**src/rtl/apb_txn_engine.sv**
```systemverilog
// Single-outstanding APB3 master: takes one command on a valid/ready port,
// runs the setup/access transfer with a bounded pready wait, and returns a one-cycle response.
`timescale 1ns/1ps
module apb_txn_engine #(
  parameter int unsigned ADDR_WIDTH  = 20,
  parameter int unsigned DATA_WIDTH  = 32,
  parameter int unsigned BUS_TIMEOUT = 100,
  parameter int unsigned TIMER_WIDTH = 8
) (
  input  logic                  clk,
  input  logic                  reset_n,
  input  logic                  cmd_valid,
  output logic                  cmd_ready,
  input  logic                  cmd_write,
  input  logic [63:0]           cmd_addr,
  input  logic [DATA_WIDTH-1:0] cmd_wdata,
  output logic                  rsp_valid,
  output logic [DATA_WIDTH-1:0] rsp_rdata,
  output logic                  rsp_err,
  output logic                  psel,
  output logic                  penable,
  output logic [ADDR_WIDTH-1:0] paddr,
  output logic [DATA_WIDTH-1:0] pwdata,
  output logic                  pwrite,
  input  logic [DATA_WIDTH-1:0] prdata,
  input  logic                  pready,
  input  logic                  pslverr
);

  typedef enum logic [1:0] {
    IDLE   = 2'd0,
    SETUP  = 2'd1,
    ACCESS = 2'd2,
    DONE   = 2'd3
  } state_t;

  state_t                 state, state_d;
  logic [TIMER_WIDTH-1:0] bus_timer, bus_timer_d;
  logic                   psel_d, penable_d, pwrite_d;
  logic [ADDR_WIDTH-1:0]  paddr_d;
  logic [DATA_WIDTH-1:0]  pwdata_d;
  logic                   rsp_valid_d, rsp_err_d;
  logic [DATA_WIDTH-1:0]  rsp_rdata_d;
  logic                   timed_out;

  // Upper command address bits are deliberately dropped.
  logic unused_addr_bits;
  assign unused_addr_bits = ^cmd_addr[63:ADDR_WIDTH];

  assign cmd_ready = (state == IDLE);
  assign timed_out = (bus_timer == TIMER_WIDTH'(BUS_TIMEOUT));

  always_comb begin
    state_d     = state;
    bus_timer_d = bus_timer;
    psel_d      = psel;
    penable_d   = penable;
    pwrite_d    = pwrite;
    paddr_d     = paddr;
    pwdata_d    = pwdata;
    rsp_valid_d = 1'b0;
    rsp_rdata_d = rsp_rdata;
    rsp_err_d   = rsp_err;
    case (state)
      IDLE: begin
        if (cmd_valid) begin
          psel_d    = 1'b1;
          penable_d = 1'b0;
          pwrite_d  = cmd_write;
          paddr_d   = cmd_addr[ADDR_WIDTH-1:0];
          pwdata_d  = cmd_write ? cmd_wdata : '0;
          state_d   = SETUP;
        end
      end
      SETUP: begin
        penable_d = 1'b1;
        state_d   = ACCESS;
      end
      ACCESS: begin
        // pready wins over the timer, so a slave answering on the last allowed cycle is not an error.
        if (pready || timed_out) begin
          psel_d      = 1'b0;
          penable_d   = 1'b0;
          pwrite_d    = 1'b0;
          paddr_d     = '0;
          pwdata_d    = '0;
          bus_timer_d = '0;
          rsp_valid_d = 1'b1;
          rsp_err_d   = pready ? pslverr : 1'b1;
          rsp_rdata_d = (pready && !pwrite) ? prdata : '0;
          state_d     = DONE;
        end else begin
          bus_timer_d = bus_timer + TIMER_WIDTH'(1);
        end
      end
      DONE: begin
        state_d = IDLE;
      end
      default: begin
        state_d = IDLE;
      end
    endcase
  end

  always_ff @(posedge clk or negedge reset_n) begin
    if (!reset_n) begin
      state     <= IDLE;
      bus_timer <= '0;
      psel      <= 1'b0;
      penable   <= 1'b0;
      pwrite    <= 1'b0;
      paddr     <= '0;
      pwdata    <= '0;
      rsp_valid <= 1'b0;
      rsp_rdata <= '0;
      rsp_err   <= 1'b0;
    end else begin
      state     <= state_d;
      bus_timer <= bus_timer_d;
      psel      <= psel_d;
      penable   <= penable_d;
      pwrite    <= pwrite_d;
      paddr     <= paddr_d;
      pwdata    <= pwdata_d;
      rsp_valid <= rsp_valid_d;
      rsp_rdata <= rsp_rdata_d;
      rsp_err   <= rsp_err_d;
    end
  end

endmodule

```
**config.mk**
```make
export PLATFORM = sky130hd
export DESIGN_NAME = apb_txn_engine
export DESIGN_NICKNAME = d
export VERILOG_FILES = /design/src/rtl/apb_txn_engine.sv
export SDC_FILE = /design/constraint.sdc
export NUM_CORES = 1
export LEC_CHECK = 0
export CELL_PAD_IN_SITES_DETAIL_PLACEMENT = 1
export CELL_PAD_IN_SITES_GLOBAL_PLACEMENT = 2
export CORE_UTILIZATION = 24
export CTS_CLUSTER_SIZE = 25
export DETAILED_ROUTE_END_ITERATION = 7
export PLACE_DENSITY_LB_ADDON = 0.1
export SLEW_MARGIN = 5
export SYNTH_ARGS = -nofsm -noshare
export SYNTH_HDL_FRONTEND = slang
export SYNTH_SLANG_ARGS = --single-unit
export TNS_END_PERCENT = 100
```
**constraint.sdc**
```tcl
create_clock -name clk -period 3.12 [get_ports clk]
set_input_delay 0.624 -clock clk [delete_from_list [all_inputs] [get_ports clk]]
set_output_delay 0.624 -clock clk [all_outputs]
set_load 0.005 [all_outputs]
```
## Word-level counts from Yosys, hierarchy flattened

Index checks and enable logic that the tools add are counted.

| word-level totals | value |
|---|---|
| register bits | 99 |
| input port bits | 134 |
| output and inout port bits | 90 |

| operators by class | value |
|---|---|
| $add $sub $neg | 1 |
| equal/unequal tests | 6 |
| multiplexer cells | 22 |
| reduce and logical (&&, ||, !) cells | 10 |

Operators with widths:

| operator | number |
|---|---|
| 32-bit 2-to-1 mux | 4 |
| 32-bit case mux with 2 select lines | 1 |
| 20-bit 2-to-1 mux | 2 |
| 20-bit case mux with 2 select lines | 1 |
| 8-bit by 1-bit adder with 8-bit output, second input constant | 1 |
| 8-bit by 7-bit equality test with 1-bit output, second input constant | 1 |
| 8-bit 2-to-1 mux | 1 |
| 2-bit case mux with 4 select lines | 1 |
| 1-bit 2-to-1 mux | 7 |
| 3-bit AND reduction | 2 |
| 2-bit equality test, second input constant | 2 |
| 2-bit 2-to-1 mux | 2 |
| 2-bit != test, second input constant | 2 |
| 1-bit case mux with 2 select lines | 2 |
| 2-bit AND reduction | 2 |
| 1-bit case mux with 3 select lines | 1 |
| 3-bit nonzero test | 1 |
| 2-bit by 1-bit equality test with 1-bit output, second input constant | 1 |
| 2-bit zero test | 1 |
| 2-bit nonzero test | 1 |
| 1-bit logical AND | 1 |
| 1-bit zero test | 1 |
| 1-bit logical OR | 1 |

## Depth between registers and ports, before layout

| depth | value |
|---|---|
| depth in word-level cells | 4 |
| depth in mapped cells | 9 |
| depth with buffers taken out | 7 |

## Worst setup path after synthesis

No wires, ideal clock.

| timing path | value |
|---|---|
| kind | flip-flop to flip-flop |
| start point | register state[0] |
| end point | register pwdata[10] |
| library setup time | 0.065 ns |
| data arrival time | 1.724 ns |
| data required time | 3.055 ns |
| setup slack | 1.331 ns |
| stages on the path, launching flop included | 10 |
| period minus slack after synthesis | 1.789 ns |
| cell sequence | dfrtp_1 inv_1 ha_1 buf_2 mux2i_1 nor2_2 and2_1 clkbuf_1 buf_2 a22o_1 |

| on the way | value |
|---|---|
| longest elaborated chain between the ends | 3 |
| elaborated cells between the ends (all ways) | 7 |

RTL lines:

| what | line | RTL |
|---|---|---|
| from (decl) | 37 | `state_t state, state_d;` |
| from (signal assigned) | 118 | `state <= state_d;` |
| 2-bit equality test or 2-bit zero test (tied branches) | 64 | `case (state)` |
| 2-bit != test (no line) or 2-bit nonzero test (tied branches) | - |  |
| 3-bit AND reduction (no line) | - |  |
| to (signal assigned) | 124 | `pwdata <= pwdata_d;` |
| to (decl) | 23 | `output logic [DATA_WIDTH-1:0] pwdata,` |

Several ways; a longest one is shown, not always the timed one.
A chain may end at the register's enable or synchronous reset.

## Final worst setup path

| timing path | value |
|---|---|
| start point | register state[1] |
| end point | register pwdata[9] |

The elaborated chain is that of the path after synthesis.

==> out/metrics.cfg <==
[floorplanning]
coreArea_mm2 = 0.01543
die_area_mm2 = 0.01650
ios = 224
start_util_pct = 24.88
rows = 45
die_x_um = 128.5
fp.dieH_um = 128.5

[synth]
syn_inst = 280
syn_area_mm2 = 0.003839
synth_nets = 419
syn_area_per_cell_um2 = 13.71
seq_area_frac_synth_pct = 64.54
synthAdderAreaFrac_pct = 1.630
synth-xor-area-share_pct = 0.4563
synth_top_family_by_area = compound AO/OA/AOI/OAI gates
ys_types = 35
synth_compound_area_share_pct = 23.83
yosys.area_share.simple_pct = 4.694
ys_ff_latch = 99
yosys_warnings = 0
synth_mux_area_share_pct = 0.8475

[sta]
hold-worst-slack_ns = 0.3455
grt_setup_unrepaired = false
setup_viol_count_final = 0
slew-limit-headroom_pct = 47.21
worstMarginPinSlew_ns = 0.7909
drv_slew = 0
fin_skew_ns = 0.01088
setup_tns_ns = 0
final-hold-violation-count = 0
fmax_ghz = 0.4128
fin_crit_sh_pct = 77.64
post-route-min-period_ns = 2.422
layout_setup_ws_ns = 0.6977

[clock_network]
clock_path_buffers = 2
htreeDepth = 3
cts_tree = built
path_clk_slew_ns = 0.07
cts-resized-gates = 0
cts.sinks = 99
clk_latency_ns = 0.36
cts_hold_buf = 0
cts_setup_buffers = 0
numCtsBuffers = 9
root_buffer = clkbuf_16

[detailed_routing]
vias = 3085
vias_per_cell = 4.570
drt-initial-drc-count = 75
drc = 0
wl_per_cell_um = 17.25
drt_wl_total_mm = 11.64
drtAntennaViolNets = 0
drtPass1Iterations = 4

[global_route]
antenna_found_initial = 0
grt_overflow = 0
grt.total_usage_pct = 15.00
grt_pass1_vias = 3429
grt_max_degree = 58
grt_pass1_wl_mm = 18.75

[layout]
fin_area_mm2 = 0.006141
drive_gt1_share_pct = 7.328
antenna_cells = 0
area_growth_pct = 59.97
finalNetCount = 598

[worst_hold_path]
hold_class = input pin to asynchronous set/reset pin

[worst_setup_path]
crit_fanout = 32
startpoint_type = flop
worstPathRequired_ns = 3.41
crit_path_end_kind = flop
arrival_ns = 2.71
critPathKind = flop to flop

[status]
status = finished, final reports clean

[pwr]
p_leak_nw = 2.659
pwr_density_cell_mw_per_mm2 = 985.1
ir_drop_uv = 455.0
finalPower_mw = 6.049

[job]
maxCapViolCount = 0

[place]
dpl_cell_area_mm2 = 0.005856
io_buffers = 179
pre_cts_slack_ns = 0.2898
place.gp.congestion = 0.6822
dp_hpwl_mm = 8.023

[cell usage in the layout (no fill, tap or decap), types with 2 or more instances in the layout]
cell type        count
a21o_1               3
a21oi_1              6
a22o_1              82
a31oi_1              4
and2_1               2
buf_4               10
clkbuf_16            9
clkdlybuf4s50_1    178
clkinv_2             2
dfrtp_1             99
ha_1                 5
inv_1                7
inv_6                2
mux2_2               2
nand2_1              6
nand3_1              2
nand4_1              2
nor2_1               5
nor2_2               2
nor2b_1              5
nor3_1               2
o21ai_0              7
o2bb2ai_1            4
[state kept, by name, summed over array words and instances, names as in the netlist]
register	flops
pwdata	32
rsp_rdata	32
paddr	20
bus_timer	8
state	2
penable	1
psel	1
pwrite	1
rsp_err	1
rsp_valid	1
[logic make-up after synthesis]
family,after synthesis
adder cells (fa/ha/maj),5
flip-flops,99
AO/OA/AOI/OAI,112
XOR/XNOR,2
buffers and inverters,28
multiplexers,3
AND/OR/NAND/NOR,31
[cells in the mapped netlist (all sizes together)]
cell type | instances | area, µm²
a211oi | 1 | 7.510
a21o | 4 | 30.03
a21oi | 7 | 38.79
a22o | 82 | 718.2
a31oi | 4 | 25.02
and2 | 2 | 12.51
and3 | 1 | 6.260
and4 | 1 | 8.760
buf | 15 | 105.1
clkbuf | 6 | 22.52
dfrtp | 99 | 2477
ha | 5 | 62.56
inv | 7 | 26.28
mux2 | 2 | 22.52
mux2i | 1 | 10.01
nand2 | 6 | 22.52
nand2b | 1 | 6.260
nand3 | 2 | 10.01
nand4 | 2 | 12.51
nor2 | 7 | 28.78
nor2b | 5 | 31.28
nor3 | 2 | 10.01
nor3b | 1 | 7.510
nor4b | 1 | 23.77
o211ai | 1 | 7.510
o21ai | 7 | 35.03
o22a | 1 | 8.760
o2bb2ai | 4 | 35.03
o41ai | 1 | 8.760
xnor2 | 1 | 8.760
xor2 | 1 | 8.760
[power breakdown]
group	total [mW]	switching, mW	leakage, nW	internal (mW)
registers	2.21	0.357	1.27	1.86
logic	2.74	1.07	1.25	1.66
clock network	1.10	0.525	0.141	0.572
total	6.05	1.96	2.66	4.09
[through the flow]
| step | util, % | std cells |
|---|---|---|
| floorplan | - | 280 |
| global placement | 37.96 | 659 |
| detailed placement | 37.96 | 659 |
| CTS | 39.81 | 675 |
| global route | 39.81 | 675 |
| finish | 39.81 | 675 |
[layout make-up]
cell class / count / area, µm²
Fill cell: 1662 / 9286
Sequential cell: 99 / 2477
Timing Repair Buffer: 189 / 1877
Multi-Input combinational cell: 153 / 1211
Tap cell: 211 / 264.0
Clock buffer: 10 / 239.0
Clock inverter: 6 / 46.29
Inverter: 7 / 26.28
[metal layers]
| metal | part of all wire, % | GRT usage (%) | wire length [µm] | vias to the layer above |
|---|---|---|---|---|
| li1 | - | - | - | 1403 |
| met1 | 43 | 18.35 | 5039 | 1559 |
| met2 | 45 | 22.93 | 5293 | 110 |
| met3 | 9.7 | 7.110 | 1135 | 13 |
| met4 | 1.5 | 5.606 | 174 | 0 |
| met5 | 0 | 0 | 0 | - |
[final timing paths]
kind / start / to / slack (ns) / cells after the start
worst max-delay path: state[1] / pwdata[9] / 0.70 / 8
worst min-delay path: reset_n / rsp_rdata[14] / 0.35 / 1
worst max register to register: state[1] / pwdata[9] / 0.70 / 8
worst min register to register: paddr[2] / paddr[2] / 0.50 / 1
max in group asynchronous: reset_n / rsp_rdata[22] / 2.04 / 2
min in group clk: paddr[2] / paddr[2] / 0.50 / 1
[worst max-delay path, stage by stage, from the launching register on]
cell     delay [ns]
dfrtp_1        0.37
inv_1          0.07
ha_1           0.17
buf_4          0.18
mux2i_1        0.15
nor2_2         0.62
and2_1         0.22
buf_4          0.33
a22o_1         0.22
(Power assumes the default switching activity.)
